==> src/rtl/bp_pkg.sv <==
// Shared types for the branch-predictor update queue: queue entry layout and default depth.
package bp_pkg;

    localparam int BP_DEFAULT_DEPTH = 4;

    typedef struct packed {
        logic [31:0] pc;
        logic [31:0] target;
    } bp_entry_t;

endpackage

==> src/rtl/bp_update_queue_if.sv <==
// Resolution-in / BTB-update-out bundle of the update queue.
// The slave modport is the queue itself; the master modport is the execute/BTB side.
interface bp_update_queue_if #(
    parameter int CNT_BITS = 3
);
    logic                res_valid_i;
    logic                res_ready_o;
    logic [31:0]         res_pc_i;
    logic                res_taken_i;
    logic [31:0]         res_target_i;
    logic                update_en_o;
    logic [31:0]         update_pc_o;
    logic                update_taken_o;
    logic [31:0]         update_target_o;
    logic [CNT_BITS-1:0] count_o;

    modport slave (
        input  res_valid_i, res_pc_i, res_taken_i, res_target_i,
        output res_ready_o, update_en_o, update_pc_o, update_taken_o,
               update_target_o, count_o
    );

    modport master (
        output res_valid_i, res_pc_i, res_taken_i, res_target_i,
        input  res_ready_o, update_en_o, update_pc_o, update_taken_o,
               update_target_o, count_o
    );
endinterface

==> src/rtl/bp_fifo_ctrl.sv <==
// Head/tail pointers and occupancy counter for the update queue; pointers wrap
// naturally because DEPTH is a power of two.
module bp_fifo_ctrl #(
    parameter  int DEPTH    = 4,
    parameter  int CNT_BITS = 3,
    localparam int PTR_BITS = $clog2(DEPTH)
) (
    input  logic                clk,
    input  logic                rst,
    input  logic                push_i,
    input  logic                pop_i,
    output logic [PTR_BITS-1:0] head_o,
    output logic [PTR_BITS-1:0] tail_o,
    output logic [CNT_BITS-1:0] count_o,
    output logic                full_o,
    output logic                empty_o
);
    logic [PTR_BITS-1:0] head_q, head_d;
    logic [PTR_BITS-1:0] tail_q, tail_d;
    logic [CNT_BITS-1:0] count_q, count_d;

    always_comb begin
        head_d  = head_q;
        tail_d  = tail_q;
        count_d = count_q;
        if (push_i) begin
            tail_d = tail_q + PTR_BITS'(1);
        end
        if (pop_i) begin
            head_d = head_q + PTR_BITS'(1);
        end
        case ({push_i, pop_i})
            2'b10:   count_d = count_q + CNT_BITS'(1);
            2'b01:   count_d = count_q - CNT_BITS'(1);
            default: count_d = count_q;
        endcase
    end

    always_ff @(posedge clk) begin
        if (rst) begin
            head_q  <= '0;
            tail_q  <= '0;
            count_q <= '0;
        end else begin
            head_q  <= head_d;
            tail_q  <= tail_d;
            count_q <= count_d;
        end
    end

    assign head_o  = head_q;
    assign tail_o  = tail_q;
    assign count_o = count_q;
    assign full_o  = (count_q == CNT_BITS'(DEPTH));
    assign empty_o = (count_q == '0);
endmodule

==> src/rtl/bp_update_queue.sv <==
// Queue of taken branch resolutions feeding BTB updates, one drained per cycle.
// Optional macro BPUQ_COALESCE_EN merges a push into the newest entry with the same PC.
module bp_update_queue
    import bp_pkg::*;
#(
    parameter  int DEPTH    = BP_DEFAULT_DEPTH,
    parameter  int CNT_BITS = 3,
    localparam int PTR_BITS = $clog2(DEPTH)
) (
    input  logic             clk,
    input  logic             rst,
    bp_update_queue_if.slave bus
);
    bp_entry_t           mem_q [DEPTH];
    logic [PTR_BITS-1:0] head;
    logic [PTR_BITS-1:0] tail;
    logic [CNT_BITS-1:0] count;
    logic                full;
    logic                empty;
    logic                push_req;
    logic                pop;
    logic                coalesce;
    logic                alloc;

    assign push_req = bus.res_valid_i && !full && bus.res_taken_i;
    assign pop      = !empty;

`ifdef BPUQ_COALESCE_EN
    logic [PTR_BITS-1:0] newest;
    assign newest = tail - PTR_BITS'(1);
    // With a single entry the newest one is the head, which pops this cycle.
    assign coalesce = push_req && (count > CNT_BITS'(1))
                      && (mem_q[newest].pc == bus.res_pc_i);
`else
    assign coalesce = 1'b0;
`endif

    assign alloc = push_req && !coalesce;

    bp_fifo_ctrl #(
        .DEPTH    (DEPTH),
        .CNT_BITS (CNT_BITS)
    ) u_ctrl (
        .clk     (clk),
        .rst     (rst),
        .push_i  (alloc),
        .pop_i   (pop),
        .head_o  (head),
        .tail_o  (tail),
        .count_o (count),
        .full_o  (full),
        .empty_o (empty)
    );

    always_ff @(posedge clk) begin
        if (!rst) begin
            if (alloc) begin
                mem_q[tail] <= '{pc: bus.res_pc_i, target: bus.res_target_i};
            end
`ifdef BPUQ_COALESCE_EN
            if (coalesce) begin
                mem_q[newest].target <= bus.res_target_i;
            end
`endif
        end
    end

    assign bus.res_ready_o     = !full;
    assign bus.update_en_o     = !empty;
    assign bus.update_taken_o  = !empty;
    assign bus.update_pc_o     = empty ? 32'b0 : mem_q[head].pc;
    assign bus.update_target_o = empty ? 32'b0 : mem_q[head].target;
    assign bus.count_o         = count;
endmodule

==> src/flat_wrapper.sv <==
// flat-port wrapper written by rule: the top's interface ports become plain ports
module bp_update_queue_flat import bp_pkg::*;
#(
    parameter  int DEPTH    = BP_DEFAULT_DEPTH,
    parameter  int CNT_BITS = 3,
    localparam int PTR_BITS = $clog2(DEPTH)
)
  (clk, rst, bus_res_valid_i, bus_res_pc_i, bus_res_taken_i, bus_res_target_i, bus_res_ready_o, bus_update_en_o, bus_update_pc_o, bus_update_taken_o, bus_update_target_o, bus_count_o);
  bp_update_queue_if #(.CNT_BITS(CNT_BITS)) bus_i ();
  input  logic clk;
  input  logic rst;
  input wire logic [$bits(bus_i.res_valid_i)-1:0] bus_res_valid_i;
  input wire logic [$bits(bus_i.res_pc_i)-1:0] bus_res_pc_i;
  input wire logic [$bits(bus_i.res_taken_i)-1:0] bus_res_taken_i;
  input wire logic [$bits(bus_i.res_target_i)-1:0] bus_res_target_i;
  output wire logic [$bits(bus_i.res_ready_o)-1:0] bus_res_ready_o;
  output wire logic [$bits(bus_i.update_en_o)-1:0] bus_update_en_o;
  output wire logic [$bits(bus_i.update_pc_o)-1:0] bus_update_pc_o;
  output wire logic [$bits(bus_i.update_taken_o)-1:0] bus_update_taken_o;
  output wire logic [$bits(bus_i.update_target_o)-1:0] bus_update_target_o;
  output wire logic [$bits(bus_i.count_o)-1:0] bus_count_o;
  assign bus_i.res_valid_i = bus_res_valid_i;
  assign bus_i.res_pc_i = bus_res_pc_i;
  assign bus_i.res_taken_i = bus_res_taken_i;
  assign bus_i.res_target_i = bus_res_target_i;
  assign bus_res_ready_o = bus_i.res_ready_o;
  assign bus_update_en_o = bus_i.update_en_o;
  assign bus_update_pc_o = bus_i.update_pc_o;
  assign bus_update_taken_o = bus_i.update_taken_o;
  assign bus_update_target_o = bus_i.update_target_o;
  assign bus_count_o = bus_i.count_o;
  bp_update_queue #(.DEPTH(DEPTH), .CNT_BITS(CNT_BITS)) u_core (.clk(clk), .rst(rst), .bus(bus_i));
endmodule
==> config.mk <==
export PLATFORM = sky130hd
export DESIGN_NAME = bp_update_queue_flat
export DESIGN_NICKNAME = d
export VERILOG_FILES = /design/src/rtl/bp_pkg.sv /design/src/rtl/bp_update_queue_if.sv /design/src/rtl/bp_fifo_ctrl.sv /design/src/rtl/bp_update_queue.sv /design/src/flat_wrapper.sv
export SDC_FILE = /design/constraint.sdc
export NUM_CORES = 1
export LEC_CHECK = 0
export BUFFER_PORTS_ARGS = -buffer_cell sky130_fd_sc_hd__buf_4
export CORE_MARGIN = 2
export CORE_UTILIZATION = 38
export DETAILED_ROUTE_END_ITERATION = 10
export PLACE_DENSITY = 0.56
export SETUP_SLACK_MARGIN = 0.15
export SLEW_MARGIN = 10
export SYNTH_ARGS = -nofsm -noshare
export SYNTH_HDL_FRONTEND = slang
export SYNTH_SLANG_ARGS = --single-unit
==> constraint.sdc <==
create_clock -name clk -period 3.25 [get_ports clk]
set_clock_uncertainty 0.05 [all_clocks]
set_input_delay 0.325 -clock clk [delete_from_list [all_inputs] [get_ports clk]]
set_output_delay 0.325 -clock clk [all_outputs]
set_load 0.05 [all_outputs]
### Word-level counts from Yosys, hierarchy flattened

Memory sizes are Yosys's and may differ from the RTL's. A register that Yosys moved wholly into a read port is not among the register bits.
Cells that the tools add are included.

| operators by class | value |
|---|---|
| muxes and demuxes | 8 |
| reductions and logical operators | 6 |
| equality and inequality tests | 3 |
| $add $sub $neg | 4 |

Operator list:

| operator | number |
|---|---|
| $mux W32 | 2 |
| $pmux W3 S2 | 1 |
| $add A2 B1 Y2 const B | 2 |
| $mux W2 | 2 |
| $add A3 B1 Y3 const B | 1 |
| $eq A3 B3 Y1 const B | 1 |
| $logic_not A3 Y1 | 1 |
| $mux W1 | 3 |
| $sub A3 B1 Y3 const B | 1 |
| $eq A2 B1 Y1 const B | 1 |
| $eq A2 B2 Y1 const B | 1 |
| $logic_and A1 B1 Y1 | 2 |
| $logic_not A1 Y1 | 2 |
| $reduce_bool A2 Y1 | 1 |

| storage, ports and cells | value |
|---|---|
| output and inout port bits | 70 |
| bits of input ports | 68 |
| logic and storage cells | 25 |
| flip-flop bits (word level) | 7 |
| memories | 1 |
| memory bits (writable) | 256 |

Memories:

| name | words | bits a word | read ports | clocked after memory_dff | write ports | line | RTL |
|---|---|---|---|---|---|---|---|
| u_core.mem_q | 4 | 64 | 1 | 1 | 1 | bp_update_queue.sv:14 | `bp_entry_t mem_q [DEPTH];` |

### Depth between registers and ports, before layout

Gate-level depths: netlist of the first run.

| logic depth | value |
|---|---|
| depth in word-level cells | 7 |
| depth in mapped cells | 9 |
| mapped depth without buffers | 9 |

### Modules after synthesis

From an unflattened synthesis of the first run, not the netlist that was laid out.

| unflattened totals | value |
|---|---|
| cell total of the unflattened synthesis | 523 |
| area total of the unflattened synthesis | 10062.2 um^2 |

Modules (own cells, without submodules):

| module | cells each | sequential area each (um^2) | area an instance (um^2) | times used |
|---|---|---|---|---|
| bp_update_queue | 489 | 7687.4 | 9755.6 | 1 |
| bp_fifo_ctrl | 34 | 140.1 | 306.5 | 1 |

### Least setup slack after synthesis of the first run

Ideal clock, no wire load.

| path | value |
|---|---|
| path type | register -> register |
| start | register u_core.u_ctrl.count_q[0], in the netlist u_core.u_ctrl.count_o[0] |
| end | memory u_core.mem_q[2][0] (netlist bit) (enable) |
| arrival time | 2.724 ns |
| path slack | 0.047 ns |
| buffers on the path | 0 |
| required time | 2.771 ns |
| stages on the path, launching flop included | 4 |
| library setup time | 0.429 ns |
| clock period less this slack | 3.203 ns |
| cell sequence | dfxtp_1 > nor2_1 > a211oi_1 > and2_1 |

| on the way | value |
|---|---|
| longest elaborated chain between the ends | 7 |

Ends and longest elaborated chain:

| element | line | RTL |
|---|---|---|
| start, declared | bp_fifo_ctrl.sv:20 | `logic [CNT_BITS-1:0] count_q, count_d;` |
| start signal, assigned | bp_fifo_ctrl.sv:47 | `count_q <= count_d;` |
| $eq A3 B3 Y1 | bp_fifo_ctrl.sv:54 | `assign full_o = (count_q == CNT_BITS'(DEPTH));` |
| $logic_not A1 Y1 | bp_update_queue.sv:25 | `assign push_req = bus.res_valid_i && !full && bus.res_taken_i;` |
| $logic_and A1 B1 Y1 (2 in a row) | bp_update_queue.sv:25 |  |
| $mux W1 | bp_update_queue.sv:57 | `if (alloc) begin` |
| $mux W1 | bp_update_queue.sv:56 | `if (!rst) begin` |
| $mux W1 (implied by the code) | bp_update_queue.sv:58 | `mem_q[tail] <= '{pc: bus.res_pc_i, target: bus.res_target_i};` |
| end, declared | bp_update_queue.sv:14 |  |

No other way between the ends.

### Worst setup path after layout of the first run

| path | value |
|---|---|
| start | register u_core.u_ctrl.count_q[1], in the netlist u_core.u_ctrl.count_o[1] |
| end | output bus_update_pc_o[18] |

| on the way | value |
|---|---|
| longest elaborated chain between the ends | 2 |

Ends and longest elaborated chain:

| element | line | RTL |
|---|---|---|
| $logic_not A3 Y1 | bp_fifo_ctrl.sv:55 | `assign empty_o = (count_q == '0);` |
| $mux W32 | bp_update_queue.sv:71 | `assign bus.update_pc_o = empty ? 32'b0 : mem_q[head].pc;` |
| end, declared | flat_wrapper.sv:18 | `output wire logic [$bits(bus_i.update_pc_o)-1:0] bus_update_pc_o;` |

No other way between the ends.

==> reports/results.ini, run 1 <==
[run_status]
status = completed

[timing]
fin_ws_ns = 0.5051
rsz0062_at_grt = no
hold_viol_final = 0
slew_violations = 0
tightest_slew_ns = 0.6094
period_needed_ns = 2.745
relSlewSlack = 0.5913
fin_crit_sh = 0.8446
finalSetupTns_ns = 0
fmaxAchievable_mhz = 364.3
setup_viol = 0

[routing]
drt_wl_total_um = 20190
vias = 5100
drt_iter0_drc = 357
viasPerCell = 4.885
drc = 0
ant_nets = 0
dr.pass1.iters = 4
wl_per_cell_um = 19.34

[synth]
async_reset_ff_frac = 0
synth_cells = 459
syn-num-nets = 533
ys_seq_area_frac = 0.7700
yosysWarnings = 0
yosysTopAreaCellShare = 0.7524
synth_edf_count = 256
avgSynthCellArea_um2 = 22.26
synthFlopType = edfxtp_1
synth_area_mm2 = 0.01022
synth_area_leaders = edfxtp_1 75%, mux4_2 13%, and2_1 4.2%
yosysMostFrequentCell = edfxtp_1
ys_seq_elements = 265
synthDistinctLibCells = 26
synth_common_cells = 256 x edfxtp_1, 68 x and2_1, 60 x mux4_2
yosysTopAreaCell = edfxtp_1

[final_layout]
antenna_cells = 0
regArea_mm2 = 0.007875
design_area_mm2 = 0.01323
area_growth_pct = 29.49
multi_input_area_mm2 = 0.002133
drive_gt1_frac = 0.3656
nets = 755
n_fill_cell = 2158

[critical_path]
start_kind = register
cp.buffers_inverters = 2
path_delay_family = simple AND/OR/NAND/NOR gates
required_ns = 2.87
arrival_ns = 2.37
cp-end-kind = primary output
cp_slowest_cell = or3_2
cpMostUsedCell = buf_4
crit_type = register to primary output
critPathMaxStageDelay_ns = 0.75
cp_max_fo = 27
worstPathCellList = or3_2 > buf_4 > and2_1 > buf_4

[clock_tree]
cts_inserted_buffers = 28
insertion_delay_ns = 0.53
ctsLongestPathBuffers = 3
clk_pin_slew_worst_paths_ns = 0.06
cts_num_sinks = 265
cts_tree = yes
htreeDepth = 1
cts_resized = 0
clk_root_buffer_cell = clkbuf_16

[place]
portBuffers = 137
place_hpwl_um = 11970
gp_congestion = 0.6830
placed_area_mm2 = 0.01167
pre_cts_ws_ns = 0.8660

[power]
p_total_uw = 10760
p_per_area_mw_per_mm2 = 813.6
power_leakage_uw = 0.004539
clockPowerShare = 0.289
p_seq_frac = 0.368
internal_power_uw = 7096
switchingPower_uw = 3668
pwr-share-comb = 0.342
switching_share = 0.3408
ir_drop_v = 0.0004222

[floorplan]
coreArea_mm2 = 0.02665
rows = 60
die_h_um = 168.0
start_util = 0.3834
die_area_mm2 = 0.02822
die_w_um = 168.0
io-pin-count = 138

[global_routing]
grt_pass1_wl_um = 31710
grt_pass1_vias = 5597
grt-ovfl-total = 0
antenna_found_initial = 0
grt_max_degree = 35
grt.total_usage = 0.1458

[job]
maxCapViolations = 0

[min_path]
hp-class = primary input to register

==> power groups by stage <==
stage / Sequential (uW) / Clock (uW) / Combinational (uW)
3_5_place_dp: 4040 / 0 / 3670
4_1_cts: 3970 / 3210 / 3750
6_report: 3960 / 3120 / 3680
2_1_floorplan: 3990 / 0 / 2720
5_1_grt: 3980 / 3340 / 3890
3_3_place_gp: 4030 / 0 / 3660
==> final timing paths <==
check                                         startpoint                        to  slack (ns)  cells past startpoint
worst max-delay path            u_core.u_ctrl.count_o[1]       bus_update_pc_o[18]        0.51                      4
worst min-delay path                     bus_res_valid_i   u_core.u_ctrl.tail_o[1]        0.20                      4
worst max register to register  u_core.u_ctrl.count_o[2]  u_core.u_ctrl.count_o[2]        0.85                      7
worst min register to register   u_core.u_ctrl.tail_o[1]   u_core.u_ctrl.tail_o[1]        0.48                      2
==> state kept, by name (all words and copies together), names as in the netlist, named ones only <==
signal	count
u_core.u_ctrl.head_o	2
u_core.u_ctrl.count_o	3
u_core.mem_q	256
u_core.u_ctrl.tail_o	2
==> cell families (layout without fill, tap and decap cells) <==
kind of cell,count (synthesis),count (layout),share of synthesized area
flip-flops,265,265,0.7700
AND/OR/NAND/NOR,83,83,0.04813
multiplexers,66,66,0.1446
buffers and inverters,29,273,0.02229
adder cells (fa/ha/maj),6,6,0.008082
AO/OA/AOI/OAI,6,6,0.003428
XOR/XNOR,4,4,0.003429
==> layer usage <==
layer | routed length (um) | up-vias | global-route usage
met3 | 1121 | 32 | 0.03009
met1 | 8331 | 2644 | 0.1832
met4 | 453 | 0 | 0.04272
met5 | 0 | - | 0
li1 | - | 2295 | -
met2 | 10290 | 129 | 0.2564
==> layout make-up <==
type | instances | area share
Sequential cell | 265 | 0.5952
Multi-Input combinational cell | 165 | 0.1612
Timing Repair Buffer | 215 | 0.1409
Clock buffer | 35 | 0.05655
Tap cell | 341 | 0.03225
Clock inverter | 17 | 0.01211
Inverter | 6 | 0.001702
==> repair_timing <==
action                    4_1_cts  5_1_grt
buffers inserted                0        0
hold endpoints to repair      262        0
hold buffers                   65        0
==> worst register-to-register path, stage by stage, from the launching register on <==
cell     delay [ns]
dfxtp_1        0.45
or3_2          0.48
ha_1           0.28
inv_1          0.06
fa_1           0.37
xor2_1         0.16
or3_1          0.33
a21oi_1        0.15
==> cells in the final DEF (no fill, tap or decap) <==
cell type        n
clkbuf_16       29
or3_2            1
nand2b_1         2
fa_1             1
inv_6            1
xnor2_1          1
xor2_1           3
and2_4           4
clkinvlp_4       2
nor2_1           9
buf_4          143
inv_1            6
bufinv_16        3
dfxtp_1          7
o31ai_1          1
buf_12           7
dlygate4sd3_1   65
clkinv_2         4
a211oi_1         1
edfxtp_1       256
and2_1          64
clkinv_1         7
dfxtp_4          2
mux4_2          60
a21oi_1          3
o21ai_0          1
clkbuf_1         6
or3_1            1
mux2_2           1
mux4_1           4
mux2i_1          1
ha_1             5
nand2_1          2
==> stage by stage <==
stage	instances	util	hold slack, ns
3_5_place_dp	927	0.4379	0.4657
3_3_place_gp	927	0.4379	0.4401
6_report	1044	0.4964	0.2004
5_1_grt	1044	0.4964	0.2063
4_1_cts	1044	0.4964	0.1734
2_1_floorplan	459	-	0.3739
No activity file was read; power rests on OpenSTA's default activity.
==> run 2: changes to the inputs <==
--- a/config.mk
+++ b/config.mk
@@ -9,7 +9,7 @@
 export CORE_MARGIN = 2
 export CORE_UTILIZATION = 38
 export DETAILED_ROUTE_END_ITERATION = 10
-export PLACE_DENSITY = 0.56
+export PLACE_DENSITY = 0.58
 export SETUP_SLACK_MARGIN = 0.15
 export SLEW_MARGIN = 10
 export SYNTH_ARGS = -nofsm -noshare
==> constraint.sdc (replaced) <==
create_clock -name clk -period 2.4 [get_ports clk]
set_clock_uncertainty 0.05 [all_clocks]
set_input_delay 0.24 -clock clk [delete_from_list [all_inputs] [get_ports clk]]
set_output_delay 0.24 -clock clk [all_outputs]
set_load 0.05 [all_outputs]
==> run 2 against run 1 <==
Against the previous run: the flow now finishes with violations (setup timing); non-clock buffer count grew 20; critical path depth up 2; die area did not move; global-route usage up 1.2 points; sequential share of layout area fell by 3.5 points; clock power is 23% higher; first-iteration DRC count down 9.5%; setup slack got worse by 0.55 ns; final area up 6.4%.
==> reports/results.ini, run 2 (synthesis results as in run 1) <==
[run_status]
status = finished with violations
violations = setup timing

[clock_tree]
ctsLongestPathBuffers = 3
cts_tree = yes
clk_root_buffer_cell = clkbuf_16
cts_num_sinks = 265
cts_inserted_buffers = 28
clk_pin_slew_worst_paths_ns = 0.06
htreeDepth = 1
insertion_delay_ns = 0.54

[place]
placedCellCount = 931
gp_congestion = 0.7348
portBuffers = 137
pre_cts_ws_ns = 0.2577
placed_area_mm2 = 0.01174
place_hpwl_um = 11530

[floorplan]
start_util = 0.3834
io-pin-count = 138
die_h_um = 168.0
die_w_um = 168.0
die_area_mm2 = 0.02822
rows = 60
coreArea_mm2 = 0.02665

[power]
power_leakage_uw = 0.004884
switchingPower_uw = 5320
pwr-share-comb = 0.426
clockPowerShare = 0.241
p_seq_frac = 0.333
ir_drop_v = 0.0008631
switching_share = 0.3335
internal_power_uw = 10630
p_per_area_mw_per_mm2 = 1133

[min_path]
hp-class = primary input to register
holdPathStages = 4
hold_end = u_core.u_ctrl.tail_o[1]
min_from = bus_res_valid_i

[global_routing]
grt_max_degree = 48
antenna_found_initial = 2
grt.total_usage = 0.1575
grt_pass1_vias = 5814
grt-ovfl-total = 0
grt_pass1_wl_um = 33710

[critical_path]
cp_slowest_cell = mux4_2
crit_type = register to primary output
arrival_ns = 2.15
worstPathCellList = buf_12 > buf_12 > buf_16 > mux4_2 > and2_4 > buf_6
r2r_cells = 9
cp_max_fo = 8
worstReg2RegEnd = u_core.u_ctrl.count_o[2]
path_delay_family = buffers and inverters
r2r_slack_ns = 0.29
critPathMaxStageDelay_ns = 0.50
cpMostUsedCell = buf_12
required_ns = 2.11
cp-end-kind = primary output
start_kind = register
cp.buffers_inverters = 4
r2r-start = u_core.u_ctrl.count_o[1]

[routing]
drc = 0
dr.pass1.iters = 4
wl_per_cell_um = 20.59
viasPerCell = 4.953
drt_iter0_drc = 323
drt_wl_total_um = 21780
ant_nets = 0
vias = 5240

[timing]
setup_viol = 16
rsz0062_at_grt = yes
tightest_slew_ns = 0.5238
hold_viol_final = 0
hold_ws_ns = 0.1598
slew_violations = 0
fmaxAchievable_mhz = 409.1
finalSetupTns_ns = -0.3512
relSlewSlack = 0.6487
fin_crit_sh = 1.018
period_needed_ns = 2.444
fin_ws_ns = -0.04427

[final_layout]
top_register = u_core.mem_q
drive_gt1_frac = 0.4763
largest_register_ffs = 256
n_fill_cell = 2113
area_growth_pct = 37.84
design_area_mm2 = 0.01408
final_cell_mix = 256 x edfxtp_1, 80 x buf_4, 66 x and2_4
layout_commonest_cell = edfxtp_1
final_cell_count_no_fill = 1058
nets = 775

[job]
maxCapViolations = 0

run 2: cell types whose count changed in the layout (fill, tap and decap cells not counted), moves of 5 or more:
cell / previous run / this run
buf_8: 0 / 24
buf_4: 143 / 80
and2_1: 64 / 2
buf_16: 0 / 11
and2_4: 4 / 66
buf_12: 7 / 12
buf_6: 0 / 42
run 2: timing repair:
action	CTS	global route
hold buffers	65	0
gates cloned	9	1
endpoints found under the setup margin	66	65
hold endpoints to repair	264	0
gates resized for setup	171	2
buffers inserted	6	0
run 2: metal layers:
layer,vias up,share of wire,track usage
li1,2335,-,-
met1,2724,0.42,0.2016
met2,140,0.51,0.2734
met3,39,0.048,0.03456
met4,2,0.025,0.04121
met5,-,0.00060,0
run 2: layout make-up:
class	instances	area, um2	area share
diodes	1	2.502	0.0001777
multi-input cells	165	2283	0.1621
clock buffers	33	719.4	0.05108
repair buffers	235	2653	0.1883
inverters	6	22.52	0.001599
flip-flops and latches	265	7886	0.5600
clock inverters	12	90.09	0.006397
well taps	341	426.7	0.03029
run 2: how the worst max path moves through the flow:
stage,slack [ns],to,cells past startpoint,from
floorplan,0.19,u_core.mem_q[0][0],3,u_core.u_ctrl.count_o[1]
global placement,0.37,u_core.u_ctrl.count_o[2],9,u_core.u_ctrl.count_o[1]
detailed placement,0.26,u_core.u_ctrl.count_o[2],9,u_core.u_ctrl.count_o[1]
CTS,-0.07,bus_update_target_o[16],6,register
global route,-0.12,bus_update_target_o[16],6,register
finish,-0.04,bus_update_target_o[15],6,register
run 2: per-stage QoR:
step / total power (uW) / util
CTS: 16130 / 0.5272
floorplan: 9102 / -
finish: 15950 / 0.5285
global placement: 10400 / 0.4404
global route: 16600 / 0.5285
detailed placement: 10440 / 0.4404
run 2: worst min-delay path: cells and delay by family:
family | cells | cell delay, ns
AOI/OAI and AO/OA | 1 | 0.09
muxes | 1 | 0.12
buffers and inverters | 1 | 0.11
and+or+nand+nor | 1 | 0.15
run 2: power groups by stage:
stage	clock, uW	sequential [uW]	combinational [uW]
floorplan	0	5410	3690
global placement	0	5380	5020
detailed placement	0	5390	5050
CTS	3950	5300	6880
global route	4140	5320	7140
finish	3840	5310	6800
